File: src/rtl/clock_control_logic_out_multi.sv
// Output clock-control node: merges child requests into one parent request and runs the
// enable/ack handshake with a leaf clock gate, with stop debounce, ack timeout and sticky fault.
module clock_control_logic_out_multi #(
    parameter int NUM_CHILDREN = 4,
    parameter int SYNC_STAGES  = 2,
    parameter int HOLD_CYCLES  = 4,
    parameter int ACK_TIMEOUT  = 64
) (
    input  logic                    clock,
    input  logic                    reset,
    output logic                    parent_request,
    input  logic                    parent_ready,
    input  logic                    parent_silent,
    input  logic                    parent_stopping,
    input  logic [NUM_CHILDREN-1:0] child_request,
    output logic [NUM_CHILDREN-1:0] child_ready,
    output logic                    child_silent,
    output logic                    child_starting,
    output logic                    child_stopping,
    output logic                    async_enable,
    input  logic                    async_enable_ack,
    input  logic                    fault_clear,
    output logic                    fault
);

    localparam int IDLE_W = (HOLD_CYCLES > 1) ? $clog2(HOLD_CYCLES) : 1;
    localparam int TMO_W  = (ACK_TIMEOUT > 0) ? $clog2(ACK_TIMEOUT + 1) : 1;
    localparam logic [IDLE_W-1:0] IDLE_LAST = IDLE_W'(HOLD_CYCLES - 1);
    localparam logic [TMO_W-1:0]  TMO_LAST  = TMO_W'((ACK_TIMEOUT > 0) ? ACK_TIMEOUT - 1 : 0);

    typedef enum logic [2:0] {
        ST_STOPPED,
        ST_STARTING,
        ST_RUNNING,
        ST_STOPPING,
        ST_FAULT
    } state_e;

    state_e              state_q, state_d;
    logic [SYNC_STAGES-1:0] sync_q, sync_d;
    logic [IDLE_W-1:0]   idle_cnt_q, idle_cnt_d;
    logic [TMO_W-1:0]    tmo_cnt_q, tmo_cnt_d;
    logic                async_enable_q, async_enable_d;
    logic                fault_q, fault_d;

    logic ack_s, any_req, go, parent_lost, tmo, handshaking;

    assign ack_s       = sync_q[SYNC_STAGES-1];
    assign any_req     = |child_request;
    assign go          = any_req & parent_ready & ~parent_stopping;
    assign parent_lost = parent_stopping | ~parent_ready;
    assign tmo         = (ACK_TIMEOUT != 0) && (tmo_cnt_q == TMO_LAST);
    assign handshaking = (state_q == ST_STARTING) || (state_q == ST_STOPPING);

    always_comb begin
        // NOTE: every signal assigned here gets a default first, so no path can infer a latch.
        state_d = state_q;
        case (state_q)
            ST_STOPPED:  if (go) state_d = ST_STARTING;
            ST_STARTING: begin
                if (parent_lost)  state_d = ST_STOPPING;
                else if (ack_s)   state_d = ST_RUNNING;
                else if (tmo)     state_d = ST_FAULT;
            end
            ST_RUNNING: begin
                if (parent_lost)                              state_d = ST_STOPPING;
                else if ((idle_cnt_q == IDLE_LAST) && !any_req) state_d = ST_STOPPING;
            end
            ST_STOPPING: begin
                if (!ack_s)       state_d = ST_STOPPED;
                else if (tmo)     state_d = ST_FAULT;
            end
            ST_FAULT:    if (fault_clear && !ack_s) state_d = ST_STOPPED;
            default:     state_d = ST_STOPPED;
        endcase
    end

    always_comb begin
        sync_d = {sync_q[SYNC_STAGES-2:0], async_enable_ack};

        // Idle count only advances in RUNNING; saturation makes the stop test a single compare.
        idle_cnt_d = idle_cnt_q;
        if (((state_d == ST_RUNNING) && (state_q != ST_RUNNING)) || any_req) begin
            idle_cnt_d = '0;
        end else if ((state_q == ST_RUNNING) && (idle_cnt_q != IDLE_LAST)) begin
            idle_cnt_d = idle_cnt_q + IDLE_W'(1);
        end

        tmo_cnt_d = tmo_cnt_q;
        if ((state_d != state_q) && ((state_d == ST_STARTING) || (state_d == ST_STOPPING))) begin
            tmo_cnt_d = '0;
        end else if (handshaking) begin
            tmo_cnt_d = tmo_cnt_q + TMO_W'(1);
        end

        async_enable_d = (state_d == ST_STARTING) || (state_d == ST_RUNNING);
        fault_d        = (state_d == ST_FAULT);
    end

    always_ff @(posedge clock) begin
        // NOTE: non-blocking assignments keep every flop sampling pre-edge values.
        if (reset) begin
            state_q        <= ST_STOPPED;
            sync_q         <= '0;
            idle_cnt_q     <= '0;
            tmo_cnt_q      <= '0;
            async_enable_q <= 1'b0;
            fault_q        <= 1'b0;
        end else begin
            state_q        <= state_d;
            sync_q         <= sync_d;
            idle_cnt_q     <= idle_cnt_d;
            tmo_cnt_q      <= tmo_cnt_d;
            async_enable_q <= async_enable_d;
            fault_q        <= fault_d;
        end
    end

    assign parent_request = any_req | ((state_q != ST_STOPPED) && (state_q != ST_FAULT));
    assign child_ready    = {NUM_CHILDREN{parent_ready && (state_q == ST_RUNNING)}} & child_request;
    assign child_silent   = parent_silent | (state_q == ST_STOPPED) | (state_q == ST_FAULT);
    assign child_starting = (state_q == ST_STARTING);
    assign child_stopping = (state_q == ST_STOPPING);
    assign async_enable   = async_enable_q;
    assign fault          = fault_q;

endmodule

File: config.mk
export PLATFORM = sky130hd
export DESIGN_NAME = clock_control_logic_out_multi
export DESIGN_NICKNAME = d
export VERILOG_FILES = /design/src/rtl/clock_control_logic_out_multi.sv
export SDC_FILE = /design/constraint.sdc
export NUM_CORES = 1
export LEC_CHECK = 0
export CAP_MARGIN = 5
export CORE_UTILIZATION = 35
export CTS_BUF_LIST = sky130_fd_sc_hd__clkbuf_4 sky130_fd_sc_hd__clkbuf_8
export DETAILED_ROUTE_END_ITERATION = 10
export PLACE_DENSITY = 0.57
export SYNTH_ARGS = -nofsm -noshare
export SYNTH_HDL_FRONTEND = slang
export SYNTH_SLANG_ARGS = --single-unit
File: constraint.sdc
create_clock -name clock -period 2.2 [get_ports clock]
set_clock_uncertainty 0.1 [all_clocks]
set_input_delay 0.22 -clock clock [delete_from_list [all_inputs] [get_ports clock]]
set_output_delay 0.22 -clock clock [all_outputs]
set_load 0.005 [all_outputs]
Word level (Yosys, flattened, before mapping):

Index checks and enable logic that the tools add are counted.

* equality and inequality tests: 14
* div/mod/pow operators: 0
* shift-type cells: 0
* order comparisons: 0
* $mul: 0
* $add $sub $neg: 2
* bitwise logic cells: 9
* muxes and demuxes: 9
* reductions and logical operators: 18

Operators by type and width (number)
* two-way mux 3 bit: 8
* case mux 3 bit (5 select lines): 1
* == test 3 x 2 -> 1 bit, second input constant: 4
* adder 7 x 1 -> 7 bit, second input constant: 1
* == test 7 x 6 -> 1 bit, second input constant: 1
* logical AND 1 bit: 7
* == test 3 x 1 -> 1 bit, second input constant: 2
* == test 3 bit, second input constant: 2
* bitwise AND 4 bit: 1
* logical OR 1 bit: 4
* OR 1 bit: 4
* OR reduction 2 bit: 2
* OR reduction 4 bit: 1
* logical NOT 3 bit: 1
* inequality test 3 x 2 -> 1 bit, second input constant: 1
* inequality test 3 bit: 1
* inequality test 3 bit, second input constant: 1
* nonzero test 3 bit: 1
* adder 2 x 1 -> 2 bit, second input constant: 1
* bitwise AND 1 bit: 2
* == test 2 bit, second input constant: 1
* logical NOT 1 bit: 2
* inequality test 2 bit, second input constant: 1
* NOT 1 bit: 2

* output and inout port bits: 10
* input port bits: 11
* logic and storage cells: 58
* bits in writable memories: 0
* register bits after elaboration: 16
* memory bits (read-only): 0
* memories: 0
* latch bits: 0

Depth between registers and ports, before layout:

* word-level depth: 10
* gate-level depth with buffers: 6
* mapped depth without buffers: 6

Worst setup path before layout:

Ideal clock, no wire load.

* kind: reg-to-reg
* start: reg tmo_cnt_q[0]
* end: reg idle_cnt_q[1]
* stages on the path, launching flop included: 7
* required time: 1.985 ns
* arrival time: 1.438 ns
* buffers on the path: 0
* slack: 0.548 ns
* period minus slack after synthesis: 1.652 ns
* setup time: 0.115 ns
* cell sequence: dfxtp_1 -> ha_1 -> nand4b_1 -> or3_1 -> o211ai_2 -> nand3b_1 -> o21a_1

* cells in the longest elaborated chain, start to end: 9
* elaborated cells between the ends (all ways): 10
* classes of those cells: 2 x eq/ne; 5 x mux; 3 x reduce/logical

RTL lines
* start: declaration: line 42 `logic [TMO_W-1:0] tmo_cnt_q, tmo_cnt_d;`
* start signal: assignment: line 113 `tmo_cnt_q <= tmo_cnt_d;`
* == test 7 x 6 -> 1 bit (*): line 52 `assign tmo = (ACK_TIMEOUT != 0) && (tmo_cnt_q == TMO_LAST);`
* two-way mux 3 bit (*): line 63, 71
* two-way mux 3 bit: line 62 `else if (ack_s) state_d = ST_RUNNING;`
* two-way mux 3 bit: line 61 `if (parent_lost) state_d = ST_STOPPING;`
* case mux 3 bit (5 select lines) (*): line 58 `case (state_q)`
* == test 3 x 2 -> 1 bit (*): line 83 `if (((state_d == ST_RUNNING) && (state_q != ST_RUNNING)) || any_req) begin`
* logical AND 1 bit (*): line 83
* logical OR 1 bit (*): line 83
* OR reduction 2 bit (no source line) (*)
* end signal: assignment: line 112 `idle_cnt_q <= idle_cnt_d;`
* end: declaration: line 41 `logic [IDLE_W-1:0] idle_cnt_q, idle_cnt_d;`

Mark *: on every way between the ends. The rest lies on a longest branch, timed or not.
A chain may end at the register's enable or synchronous reset.

Worst setup path in the final report:

* start: reg state_q[2]
* end: out child_ready[3]

* cells in the longest elaborated chain, start to end: 3

RTL lines
* start: declaration: line 39 `state_e state_q, state_d;`
* start signal: assignment: line 110 `state_q <= state_d;`
* == test 3 x 2 -> 1 bit: line 120 `assign child_ready = {NUM_CHILDREN{parent_ready && (state_q == ST_RUNNING)}} & child_request;`
* logical AND 1 bit: line 120
* bitwise AND 4 bit: line 120
* end: declaration: line 16 `output logic [NUM_CHILDREN-1:0] child_ready,`

Every way passes these cells.

==> results.sh <==
export IMPL_design_area_um2=1180
export IMPL_grt_pass1_vias=765
export IMPL_multi_input_area_um2=542
export IMPL_rsz0062_at_grt="false"
export IMPL_register_area_um2=320
export IMPL_initial_utilization_pct=38.5
export IMPL_cp_top_family="simple AND/OR/NAND/NOR gates"
export IMPL_drtAntennaViolNets=0
export IMPL_fin_cells=154
export IMPL_cap_viol_max_count=0
export IMPL_path_class="reg2out"
export IMPL_p_leak_nw=0.460
export IMPL_fill_cells=217
export IMPL_cts_resized=0
export IMPL_synth_cell_types=41
export IMPL_die_area_um2=2730
export IMPL_synth_fp_nets=112
export IMPL_startpoint_type="flop"
export IMPL_path_cells="nor3b_4, and3_1, clkdlybuf4s50_1"
export IMPL_cts_sinks=16
export IMPL_worstMarginPinSlew_ps=318
export IMPL_final_nets=140
export IMPL_p_int_w=0.000509
export IMPL_end_kind="primary output"
export IMPL_drc=0
export IMPL_relSlewSlack_pct=78.5
export IMPL_ys_warn_count=0
export IMPL_synth_top_cell_by_area="dfxtp_1"
export IMPL_p_seq_share_pct=44.8
export IMPL_hold_viol=0
export IMPL_syn_to_final_growth_pct=33.7
export IMPL_arrival_ps=1750
export IMPL_cp_num_cells=3
export IMPL_post_cts_setup_buffers=0
export IMPL_crit_required_ps=1880
export IMPL_place_inst=150
export IMPL_min_path_cells=1
export IMPL_holdWs_ps=351
export IMPL_min_from="sync_q[0]"
export IMPL_avgSynthCellArea_um2=8.94
export IMPL_grt_use_total_pct=16.3
export IMPL_syn_area_um2=885
export IMPL_synth_area_leaders="dfxtp_1 (36%), nor3_1 (5.1%), xnor2_1 (4.0%)"
export IMPL_routabilityCongestion=0.765
export IMPL_cpPeakStageDelay_ps=490
export IMPL_die_w_um=52.3
export IMPL_ir_worst_vdd_v=0.000357
export IMPL_slowest_stage="clkdlybuf4s50_1"
export IMPL_cts_tree="built"
export IMPL_diodes=0
export IMPL_initialDrtViolationCount=11
export IMPL_grt_max_degree=15
export IMPL_cts_root_buf="clkbuf_4"
export IMPL_grt_ovfl_total=0
export IMPL_dpl_cell_area_um2=1150
export IMPL_fin_crit_sh_pct=94.1
export IMPL_rows=17
export IMPL_clkLatencyLatePin_ps=290
export IMPL_rr_worst_depth=6
export IMPL_status="finished, final reports clean"
export IMPL_dp_hpwl_mm=1.40
export IMPL_ys_ff_latch=16
export IMPL_h_tree_depth=1
export IMPL_numCtsBuffers=3
export IMPL_wirelength_mm=1.90
export IMPL_power_share_combinational_pct=27.4
export IMPL_ys_seq_area_share_pct=36.2
export IMPL_layout_commonest_cell="clkdlybuf4s50_1"
export IMPL_drive_above_1_share_pct=15.1
export IMPL_first_pass_iters=4
export IMPL_setup_viol=0
export IMPL_path_max_fanout=8
export IMPL_hold_buffers=0
export IMPL_clk_pin_slew_ps=100
export IMPL_synthCells=99
export IMPL_netSwitchingPower_w=0.000193
export IMPL_hold_end="sync_q[1]"
export IMPL_yosys_area_top_type_share_pct=36.2
export IMPL_power_density_nw_per_um2=594
export IMPL_hp_class="reg2reg"
export IMPL_tns_ps=0
export IMPL_final_cell_mix="clkdlybuf4s50_1 (20), dfxtp_1 (16), nor3_1 (9)"
export IMPL_die_y_um=52.3
export IMPL_fin_crit_ps=2070
export IMPL_rr_startpoint="tmo_cnt_q[0]"
export IMPL_antenna_found_initial=0
export IMPL_routedWlPerCell_um=12.3
export IMPL_drv_slew=0
export IMPL_numPortBuffers=20
export IMPL_r2r_setup_slack_ps=370
export IMPL_vias=803
export IMPL_fmax_ghz=0.483
export IMPL_r2r_end="idle_cnt_q[1]"
export IMPL_io_pin_count=21
export IMPL_core_um2=2300
export IMPL_clockPowerShare_pct=27.8
export IMPL_cts_buffer_depth=2
export IMPL_path_buf_inv=1
export IMPL_grt_pass1_wl_mm=3.33
export IMPL_sw_frac_of_total_pct=27.5
export IMPL_via_per_inst=5.21
## kinds of logic (layout without fill, tap and decap cells)
kind of cell | after synthesis | after routing | share of synthesized area (%)
multiplexers | 1 | 1 | 1.13
flip-flops | 16 | 16 | 36.2
buffers and inverters | 4 | 31 | 2.54
adder cells (fa/ha/maj) | 2 | 2 | 2.83
XOR/XNOR | 7 | 7 | 6.93
AND/OR/NAND/NOR | 52 | 52 | 35.1
AO/OA/AOI/OAI | 17 | 17 | 15.3
## layer usage
layer	wire length (µm)	vias to the layer above	share of wire [%]	track usage [%]
li1	-	413	-	-
met1	914	362	48	20.7
met2	884	26	47	27.8
met3	89	2	4.7	2.03
met4	12	0	0.63	6.58
met5	0	-	0	0
## cell usage after synthesis (all sizes together)
cell and count:
dfxtp 16, nor3 10, nand2 7, nor2 7
and3 5, o21ai 4, xnor2 4, a21oi 3
nand3b 3, nor2b 3, xor2 3, and2b 2
buf 2, ha 2, nand2b 2, nand4 2
or2 2, or3 2, a21boi 1, a22oi 1
a31o 1, a31oi 1, and2 1, clkbuf 1
inv 1, mux2i 1, nand3 1, nand4b 1
nor3b 1, nor4 1, o2111ai 1, o211a 1
o211ai 1, o21a 1, o221ai 1, o2bb2ai 1
or2b 1, or4b 1
## metrics by stage
| step | setup slack (ps) | power [W] | util [%] |
|---|---|---|---|
| 2_1_floorplan | 548 | 0.000436 | - |
| 3_5_place_dp | 12.1 | 0.000514 | 49.9 |
| 6_report | 130 | 0.000703 | 51.5 |
| 4_1_cts | 112 | 0.000711 | 51.5 |
| 5_1_grt | 17.0 | 0.000742 | 51.5 |
| 3_3_place_gp | 14.0 | 0.000517 | 49.9 |
## worst max-delay path by stage
stage                           endpoint              from  slack, ps
after floorplan            idle_cnt_q[1]      tmo_cnt_q[0]        550
after global placement      tmo_cnt_q[1]  child_request[0]         10
after detailed placement    tmo_cnt_q[0]  child_request[0]         10
after CTS                 child_ready[3]        state_q[2]        110
after global routing      child_ready[0]        state_q[2]         20
final                     child_ready[3]        state_q[2]        130
## power by group through the flow
| stage | Clock (W) | Combinational [W] | Sequential, W |
|---|---|---|---|
| global route | 0.000214 | 0.000211 | 0.000317 |
| CTS | 0.000202 | 0.000193 | 0.000315 |
| finish | 0.000195 | 0.000192 | 0.000315 |
| global placement | 0 | 0.000195 | 0.000322 |
| detailed placement | 0 | 0.000192 | 0.000322 |
| floorplan | 0 | 0.000116 | 0.000319 |
## registers in the layout, summed over array words and instances (netlist names)
| signal | flops |
|---|---|
| state_q | 3 |
| tmo_cnt_q | 7 |
| fault | 1 |
| idle_cnt_q | 2 |
| async_enable | 1 |
| sync_q | 2 |
## final cells by class
class                           count  share of cell area (%)
Multi-Input combinational cell     79                    45.8
Sequential cell                    16                    27.1
Timing Repair Buffer               26                    20.7
Clock buffer                        4                    3.07
Tap cell                           28                    2.96
Inverter                            1                   0.317
(Power assumes the default switching activity.)
